### src/rtl/if_id_stage_reg.sv
// ----------------------------------------------------------------------------
// if_id_stage_reg
//
// IF/ID pipeline register of the 5-stage MIPS core. Captures the fetched
// instruction, its PC and any fetch exception code each cycle. It applies the
// hazard-unit stall, exception-handler flush and ERET squash, and it tags
// instructions that sit in a branch delay slot so CP0 can form the EPC.
//
// Ports
//   clk          in   1   core clock, all state updates on posedge
//   Reset        in   1   synchronous, active-high reset
//   stall_id     in   1   hold IF/ID contents
//   flush        in   1   exception/interrupt entry: squash incoming instr
//   eret_id      in   1   ERET in ID: squash the instr fetched behind it
//   id_is_branch in   1   branch/jump decoded in ID this cycle
//   instr_i      in   32  fetched instruction
//   pc_i         in   32  PC of instr_i
//   exc_i        in   5   fetch exception code (ADEL or NO_EXC_CODE)
//   instr_d      out  32  instruction to decode
//   pc_d         out  32  PC of instr_d
//   pc8_d        out  32  pc_d + 8 link address (combinational)
//   exc_d        out  5   exception code carried with instr_d
//   bd_d         out  1   instr_d sits in a branch delay slot
//   valid_d      out  1   0 = bubble, 1 = real instruction
//
// Optional feature (macro IF_ID_PERF_EN):
//   stall_cnt    out  32  cycles spent stalled (saturating)
//   bubble_cnt   out  32  bubbles inserted by flush or ERET squash (saturating)
// ----------------------------------------------------------------------------
module if_id_stage_reg #(
  parameter logic [31:0] PC_RESET    = 32'h0000_3000,
  parameter logic [4:0]  NO_EXC_CODE = 5'd0,
  parameter logic [31:0] NOP_INSTR   = 32'h0000_0000
) (
  input  logic        clk,
  input  logic        Reset,
  input  logic        stall_id,
  input  logic        flush,
  input  logic        eret_id,
  input  logic        id_is_branch,
  input  logic [31:0] instr_i,
  input  logic [31:0] pc_i,
  input  logic [4:0]  exc_i,
  output logic [31:0] instr_d,
  output logic [31:0] pc_d,
  output logic [31:0] pc8_d,
  output logic [4:0]  exc_d,
  output logic        bd_d,
  output logic        valid_d
`ifdef IF_ID_PERF_EN
  ,
  output logic [31:0] stall_cnt,
  output logic [31:0] bubble_cnt
`endif
);

  // Bubble insertion: a flush always wins over a stall, while an ERET squash
  // only takes effect once the stall has released.
  logic insert_bubble;
  logic hold;

  assign insert_bubble = flush | (eret_id & ~stall_id);
  assign hold          = stall_id & ~flush;

  always_ff @(posedge clk) begin
    if (Reset) begin
      instr_d <= NOP_INSTR;
      pc_d    <= PC_RESET;
      exc_d   <= NO_EXC_CODE;
      bd_d    <= 1'b0;
      valid_d <= 1'b0;
    end else if (insert_bubble) begin
      // pc_d still follows pc_i so an EPC taken from a bubble stays meaningful.
      instr_d <= NOP_INSTR;
      pc_d    <= pc_i;
      exc_d   <= NO_EXC_CODE;
      bd_d    <= 1'b0;
      valid_d <= 1'b0;
    end else if (!hold) begin
      // A faulting fetch must never reach decode as a real opcode; the
      // exception code travels on untouched, even for a delay-slot instr.
      instr_d <= (exc_i != NO_EXC_CODE) ? NOP_INSTR : instr_i;
      pc_d    <= pc_i;
      exc_d   <= exc_i;
      // valid_d is the ID-stage valid of the branch currently in decode; a
      // branch held in ID across a stall still marks the instr that follows.
      bd_d    <= id_is_branch & valid_d;
      valid_d <= 1'b1;
    end
  end

  assign pc8_d = pc_d + 32'd8;

`ifdef IF_ID_PERF_EN
  always_ff @(posedge clk) begin
    if (Reset) begin
      stall_cnt  <= 32'd0;
      bubble_cnt <= 32'd0;
    end else begin
      if (hold && stall_cnt != 32'hFFFF_FFFF)
        stall_cnt <= stall_cnt + 32'd1;
      if (insert_bubble && bubble_cnt != 32'hFFFF_FFFF)
        bubble_cnt <= bubble_cnt + 32'd1;
    end
  end
`endif

endmodule

### config.mk
export PLATFORM = sky130hd
export DESIGN_NAME = if_id_stage_reg
export DESIGN_NICKNAME = d
export VERILOG_FILES = /design/src/rtl/if_id_stage_reg.sv
export SDC_FILE = /design/constraint.sdc
export NUM_CORES = 1
export LEC_CHECK = 0
export CAP_MARGIN = 20
export CORE_MARGIN = 1
export CORE_UTILIZATION = 25
export DETAILED_ROUTE_END_ITERATION = 12
export MAX_ROUTING_LAYER = met4
export PLACE_DENSITY_LB_ADDON = 0.15
export SYNTH_ARGS = -nofsm -noshare
export SYNTH_HDL_FRONTEND = slang
export SYNTH_SLANG_ARGS = --single-unit
### constraint.sdc
create_clock -name clk -period 5.31 [get_ports clk]
set_input_delay 0.7965 -clock clk [delete_from_list [all_inputs] [get_ports clk]]
set_output_delay 0.7965 -clock clk [all_outputs]
set_load 0.02 [all_outputs]
## After elaboration in Yosys (flattened, before gate mapping)

Cells that the tools add are included.

- Bitwise gates (word level): 6
- Multiplexer cells: 3
- $add $sub $neg: 1
- Eq/ne operators: 1
- Reduce and logical (&&, ||, !) cells: 2

Operators by type and width:

| cell | number |
|---|---|
| 2-to-1 mux 32 bit | 3 |
| adder 32 x 4 -> 32 bit, second input constant | 1 |
| nonzero test 5 bit | 1 |
| AND 1 bit | 3 |
| != test 2 bit, second input constant | 1 |
| NOT 1 bit | 2 |
| OR reduction 2 bit | 1 |
| OR 1 bit | 1 |

- Output and inout bits: 103
- Register bits after elaboration: 71

## Logic depth before layout (Yosys ltp)

Gate-level depths: netlist of the first run.

- Depth in word-level cells: 4
- Mapped depth: 6

## Worst setup path after synthesis of the first run

Ideal clock, no wire load.

- Path type: register to output
- Start: register pc_d[3]
- End: output port pc8_d[27]
- Arrival time: 2.050 ns
- Data required time: 4.513 ns
- Slack: 2.463 ns
- Path buffers: 0
- Stages on the path, launching flop included: 6
- Path through: dfxtp_1 -> ha_1 -> nand4_1 -> nor4_2 -> nand4_1 -> xnor2_1

- Word-level cells in the longest chain between the ends: 1

RTL lines:

| item | line | source |
|---|---|---|
| start, declared | 45 | `output logic [31:0] pc_d,` |
| start signal, assigned | 75 | `pc_d <= pc_i;` |
| start signal, assigned | 83 | `pc_d <= pc_i;` |
| adder 32 x 4 -> 32 bit | 92 | `assign pc8_d = pc_d + 32'd8;` |
| end, declared | 46 | `output logic [31:0] pc8_d,` |

No other way between the ends.

## Final worst setup path of the first run

- Start: register pc_d[3]
- End: output port pc8_d[31]

Same word-level chain as after synthesis.

==> flow_metrics.tcl, run 1 <==
set metrics [dict create \
    outcome "complete, but fails checks" \
    violations "design-rule violations" \
    finClkSkew_ns 0.0001224 \
    rsz0062_at_grt "no" \
    finalSetupTns_ns 0 \
    clockPowerShare 0.433 \
    cp-end-kind "primary output" \
    cts_setup_buffers 0 \
    hold_viol 0 \
    synth_cell_types 30 \
    routedWlPerCell_um 14.00 \
    path_class "reg -> out" \
    grt_antenna_before_repair 0 \
    synth_ff_type "dfxtp_1" \
    crit_buf_inv 1 \
    numCtsBuffers 9 \
    yosysTopAreaCellShare 0.4714 \
    worstSkewPairLatency_ns 0.32 \
    cp-start-kind "flip-flop" \
    ys_seq_area_frac 0.4714 \
    setup_violations 0 \
    vdd_drop_max_v 0.0001318 \
    io_pins 178 \
    place_hpwl_mm 6.858 \
    vias 3122 \
    grt_pass1_vias 3048 \
    postCtsHoldBufs 0 \
    dp_slack_ns 1.847 \
    endpoint "pc8_d[31]" \
    worstHoldPathType "reg -> reg" \
    critPathLaunch "pc_d[3]" \
    cp_max_fo 7 \
    netlist_top_cells_area "dfxtp_1 (47%), nand2_1 (10%), a22oi_1 (8.0%)" \
    avgSynthCellArea_um2 8.330 \
    synth-edff-count 0 \
    initial_utilization 0.2607 \
    maxCapViolations 0 \
    root_buffer "clkbuf_16" \
    placementRows 39 \
    grt_max_degree 40 \
    setup_ws_ns 1.520 \
    p_sw_mw 0.3398 \
    grt.total_usage 0.1594 \
    nets 606 \
    place_congestion 0.7545 \
    syn_inst 362 \
    die_y_um 111.8 \
    cpMaxStageDelayCell "nor4_2" \
    firstDrtPassIters 9 \
    ff2ff_path_depth 2 \
    internal_power_mw 1.074 \
    die_area_um2 12500 \
    cts_tree "yes" \
    worstPathRequired_ns 4.51 \
    htree_levels 3 \
    holdWs_ns 0.4508 \
    synth_seq_cells 71 \
    vias_per_cell 4.605 \
    die_w_um 111.8 \
    maxSlewHeadroom 0.4498 \
    post_synth_xor_area_fraction 0.07842 \
    p_leak_nw 1.886 \
    synthSimpleGateAreaFrac 0.2589 \
    rrSetupSlack_ns 4.53 \
    portBuffers 177 \
    r2r_start "pc_d[5]" \
    synthArstFlopShare 0 \
    synth_area_leader_cell "dfxtp_1" \
    cts_resized 0 \
    drt-initial-drc-count 137 \
    path_cells "ha_1 -> nand4_1 -> nor4_2 -> nand3_1 -> xnor2_1 -> clkdlybuf4s50_1" \
    p_sw_frac 0.2404 \
    worst-slew-pin-transition_ns 0.8186 \
    worst-path-stages 6 \
    fill_cells 1150 \
    maxClockFrequency_ghz 0.2638 \
    power_density_nw_per_um2 269.9 \
    power_frac_seq 0.407 \
    comb_power_share 0.160 \
    finalCriticalPeriod_ns 3.790 \
    synthMuxAreaShare 0 \
    syn-cell-area_um2 3015 \
    synth-compound-area-share 0.1411 \
    max_stage_delay_ns 0.78 \
    crit_family "simple AND/OR/NAND/NOR gates" \
    wirelength_mm 9.493 \
    arrival_ns 2.99 \
    grt_pass1_wl_mm 15.50 \
    drive_above_1_share 0.06916 \
    clk_pin_slew_worst_paths_ns 0.05 \
    yosys.area_share.adder 0.004149 \
    clockBufferDepth 2 \
    yosys_warnings 0 \
    r2r-end "pc_d[5]" \
    synth_top_family_by_area "simple AND/OR/NAND/NOR gates" \
    antenna_left 0 \
    grt_overflow 0 \
    period_share 0.7138 \
    n_antenna_cell 0 \
    numClockSinks 71 \
    drc_errors 13 \
    core_area_um2 11560 \
    area_growth_pct 73.73 \
    slew_viol_final 0 \
    synth_nets 438 \
]
==> worst min-delay path, cell delays in order (launching register included) <==
cell and delay [ns]:
dfxtp_1 0.31, nand2_1 0.05, a21oi_1 0.05
==> power by group through the flow <==
stage               clock, mW  combinational [mW]  sequential, mW
detailed placement          0               0.229           0.587
global route            0.662               0.242           0.579
floorplan                   0              0.0734           0.604
finish                  0.613               0.226           0.575
CTS                     0.637               0.229           0.575
global placement            0               0.228           0.585
==> logic make-up (layout without fill, tap and decap cells) <==
group,after synthesis,after routing
simple gates,163,163
flops,71,71
buf+inv,31,204
fa+ha+maj,1,1
compound gates,69,69
xor+xnor,27,27
==> cells in the mapped netlist, types with 3 or more instances <==
| cell | number |
|---|---|
| xor2_1 | 12 |
| a22oi_1 | 32 |
| a21oi_1 | 36 |
| clkbuf_1 | 19 |
| buf_4 | 3 |
| nor4_2 | 5 |
| nand2_1 | 83 |
| xnor2_1 | 15 |
| dfxtp_1 | 71 |
| nor3_2 | 3 |
| and3_1 | 3 |
| nand3_1 | 10 |
| nand4_1 | 5 |
| buf_2 | 3 |
| nor2_1 | 40 |
| inv_1 | 5 |
==> cell usage in the layout, fill, tap and decap left out, types with 2 or more instances in the layout <==
cell / count
clkdlybuf4s50_1: 177
nor3_2: 2
inv_1: 5
xnor2_1: 15
clkbuf_16: 9
nand3_1: 10
nand4_1: 5
nor2_1: 40
nor3_1: 2
and3_1: 3
clkinv_2: 2
a21oi_1: 36
xor2_1: 12
buf_4: 5
dfxtp_1: 71
nand3_4: 2
nand2_1: 83
nor4_2: 5
clkbuf_8: 3
nand3b_1: 2
a22oi_1: 32
==> how the worst min path moves through the flow <==
| stage | start | end | slack (ns) | cells after the start |
|---|---|---|---|---|
| after floorplan | exc_d[0] | exc_d[0] | 0.53 | 2 |
| after global placement | exc_d[3] | exc_d[3] | 0.44 | 2 |
| after detailed placement | bd_d | bd_d | 0.45 | 2 |
| after CTS | exc_d[0] | exc_d[0] | 0.46 | 2 |
| after global routing | exc_d[0] | exc_d[0] | 0.47 | 2 |
| final | bd_d | bd_d | 0.45 | 2 |
==> metrics by stage <==
stage | cells | area (µm²) | utilization | power [mW]
after floorplan | 362 | 3015 | - | 0.6771
after global placement | 661 | 4901 | 0.4238 | 0.8133
after detailed placement | 662 | 4928 | 0.4262 | 0.8157
after CTS | 678 | 5239 | 0.4530 | 1.442
after global routing | 678 | 5239 | 0.4530 | 1.483
final | 678 | 5239 | 0.4530 | 1.414
==> metal layers <==
metal | vias up | part of all wire | GRT usage
met5 | - | 0 | -
met4 | 0 | 0.0066 | 0.04595
met3 | 5 | 0.086 | 0.04682
met2 | 119 | 0.46 | 0.2447
met1 | 1443 | 0.45 | 0.2019
li1 | 1555 | - | -
==> flip-flops by register name, indices dropped and copies added, names as in the netlist <==
| register | cells |
|---|---|
| bd_d | 1 |
| exc_d | 5 |
| instr_d | 32 |
| pc_d | 32 |
| valid_d | 1 |
==> area by class of cell <==
cell class              count  area, µm²  share of cell area
well taps                 143      178.9             0.03415
flip-flops and latches     71       1421              0.2713
clock buffers              13      270.3             0.05159
clock inverters             3      40.04            0.007643
multi-input cells         260       1473              0.2811
repair buffers            183       1837              0.3506
inverters                   5      18.77            0.003583
Power figures use the tool's default switching activity.
==> run 2: changes to the inputs <==
==> constraint.sdc (replaced) <==
create_clock -name clk -period 3.9 [get_ports clk]
set_input_delay 0.585 -clock clk [delete_from_list [all_inputs] [get_ports clk]]
set_output_delay 0.585 -clock clk [all_outputs]
set_load 0.02 [all_outputs]
==> flow_metrics.tcl, run 2 (synthesized netlist as in run 1, its figures left out) <==
set metrics [dict create \
    outcome "complete, but fails checks" \
    violations "design-rule violations" \
    firstDrtPassIters 8 \
    crit_family "buffers and inverters" \
    numCtsBuffers 9 \
    power_density_nw_per_um2 376.9 \
    rsz0062_at_grt "no" \
    hold_viol 0 \
    cp_max_fo 7 \
    routedWlPerCell_um 14.19 \
    nets 607 \
    finalSetupTns_ns 0 \
    worst-slew-pin-transition_ns 0.6359 \
    grt_pass1_wl_mm 15.59 \
    cts_tree "yes" \
    numClockSinks 71 \
    arrival_ns 2.68 \
    grt.total_usage 0.1623 \
    vdd_drop_max_v 0.0001793 \
    wirelength_mm 9.638 \
    grt_pass1_vias 3141 \
    die_y_um 111.8 \
    die_w_um 111.8 \
    worstSkewPairLatency_ns 0.32 \
    dpl.cell_count 663 \
    drc_errors 13 \
    cts_resized 0 \
    maxSlewHeadroom 0.5761 \
    path_cells "ha_1 -> nand4_1 -> nor4_2 -> buf_4 -> nand3_1 -> xnor2_1 -> clkdlybuf4s50_1" \
    drt-initial-drc-count 128 \
    crit_buf_inv 2 \
    wl_met1_mm 4.281 \
    io_pins 178 \
    cp-start-kind "flip-flop" \
    clk_pin_slew_worst_paths_ns 0.06 \
    grt_antenna_before_repair 0 \
    maxCapViolations 0 \
    vias 3121 \
    htree_levels 3 \
    finClkSkew_ns 0.0005339 \
    drive_above_1_share 0.07276 \
    portBuffers 177 \
    grt_overflow 0 \
    wl_met2_mm 4.374 \
    final_cell_mix "clkdlybuf4s50_1 (177), nand2_1 (83), dfxtp_1 (71), nor2_1 (40), a21oi_1 (36)" \
    worstHoldPathType "reg -> reg" \
    p_leak_nw 1.881 \
    highest_layer "met4" \
    area_growth_pct 73.73 \
    root_buffer "clkbuf_16" \
    path_class "reg -> out" \
    vias_per_cell 4.596 \
    initial_utilization 0.2607 \
    worstPathRequired_ns 3.31 \
    period_share 0.8374 \
    grt_max_degree 43 \
    cpMaxStageDelayCell "clkdlybuf4s50_1" \
    clockBufferDepth 2 \
    max_stage_delay_ns 0.63 \
    die_area_um2 12500 \
    postCtsHoldBufs 0 \
    core_area_um2 11560 \
    maxClockFrequency_ghz 0.3062 \
    setup_violations 0 \
    slew_viol_final 0 \
    finalNonFillerCells 679 \
    top_regs "instr_d: 32 flops, pc_d: 32 flops, exc_d: 5 flops" \
    n_antenna_cell 0 \
    cp-end-kind "primary output" \
    place_hpwl_mm 7.077 \
    antenna_left 0 \
    placementRows 39 \
    place_congestion 0.7682 \
    layout_commonest_cell "clkdlybuf4s50_1" \
    cts_setup_buffers 0 \
    finalCriticalPeriod_ns 3.266 \
    wl_met3_um 838 \
]
==> run 2: cell count changes in the layout (fill, tap and decap cells not counted) <==
cell | previous run | this run
clkbuf_1 | 1 | 0
clkinv_4 | 0 | 2
clkinv_2 | 2 | 1
clkinvlp_4 | 0 | 2
clkbuf_8 | 3 | 0
bufinv_16 | 1 | 2
buf_16 | 1 | 0
buf_4 | 5 | 7
==> run 2: routing by layer <==
metal / vias to the layer above / GRT usage
met5: - / -
met4: 0 / 0.06396
met3: 11 / 0.04627
met2: 118 / 0.2526
met1: 1431 / 0.1974
li1: 1561 / -
==> run 2: path summary, 6_finish.rpt <==
path | depth (start not counted) | slack [ns] | endpoint | from
setup reg to reg | 2 | 3.14 | pc_d[5] | pc_d[5]
hold / removal | 2 | 0.45 | bd_d | bd_d
hold reg to reg | 2 | 0.45 | bd_d | bd_d
setup / recovery | 7 | 0.63 | pc8_d[31] | pc_d[3]
==> run 2: tightest hold or removal path, delay by kind of cell, from the launching register on <==
| family | cells | cell delay (ns) |
|---|---|---|
| and+or+nand+nor | 1 | 0.05 |
| DFF | 1 | 0.31 |
| AOI/OAI and AO/OA | 1 | 0.05 |
==> run 2: layout make-up <==
type,count,area [µm²]
clock buffer,9,225.2
clock inverter,7,97.59
fill,1165,6326
inverter,5,18.77
multi-input combinational,260,1473
sequential,71,1421
tap,143,178.9
timing repair buffer,184,1824
==> run 2: through the flow <==
stage / setup slack, ns / instance area (µm²) / power (mW) / utilization / hold slack, ns
floorplan: 1.265 / 3015 / 0.9219 / - / 0.5302
global placement: 1.037 / 4916 / 1.107 / 0.4251 / 0.4416
detailed placement: 0.9894 / 4916 / 1.111 / 0.4251 / 0.4472
CTS: 0.6137 / 5239 / 2.001 / 0.4530 / 0.4557
global route: 0.3956 / 5239 / 2.059 / 0.4530 / 0.4701
finish: 0.6341 / 5239 / 1.974 / 0.4530 / 0.4527
==> run 2: report_power, final <==
part / internal (mW) / switching [mW]
registers: 0.750 / 0.0333
clock network: 0.561 / 0.322
logic: 0.167 / 0.142
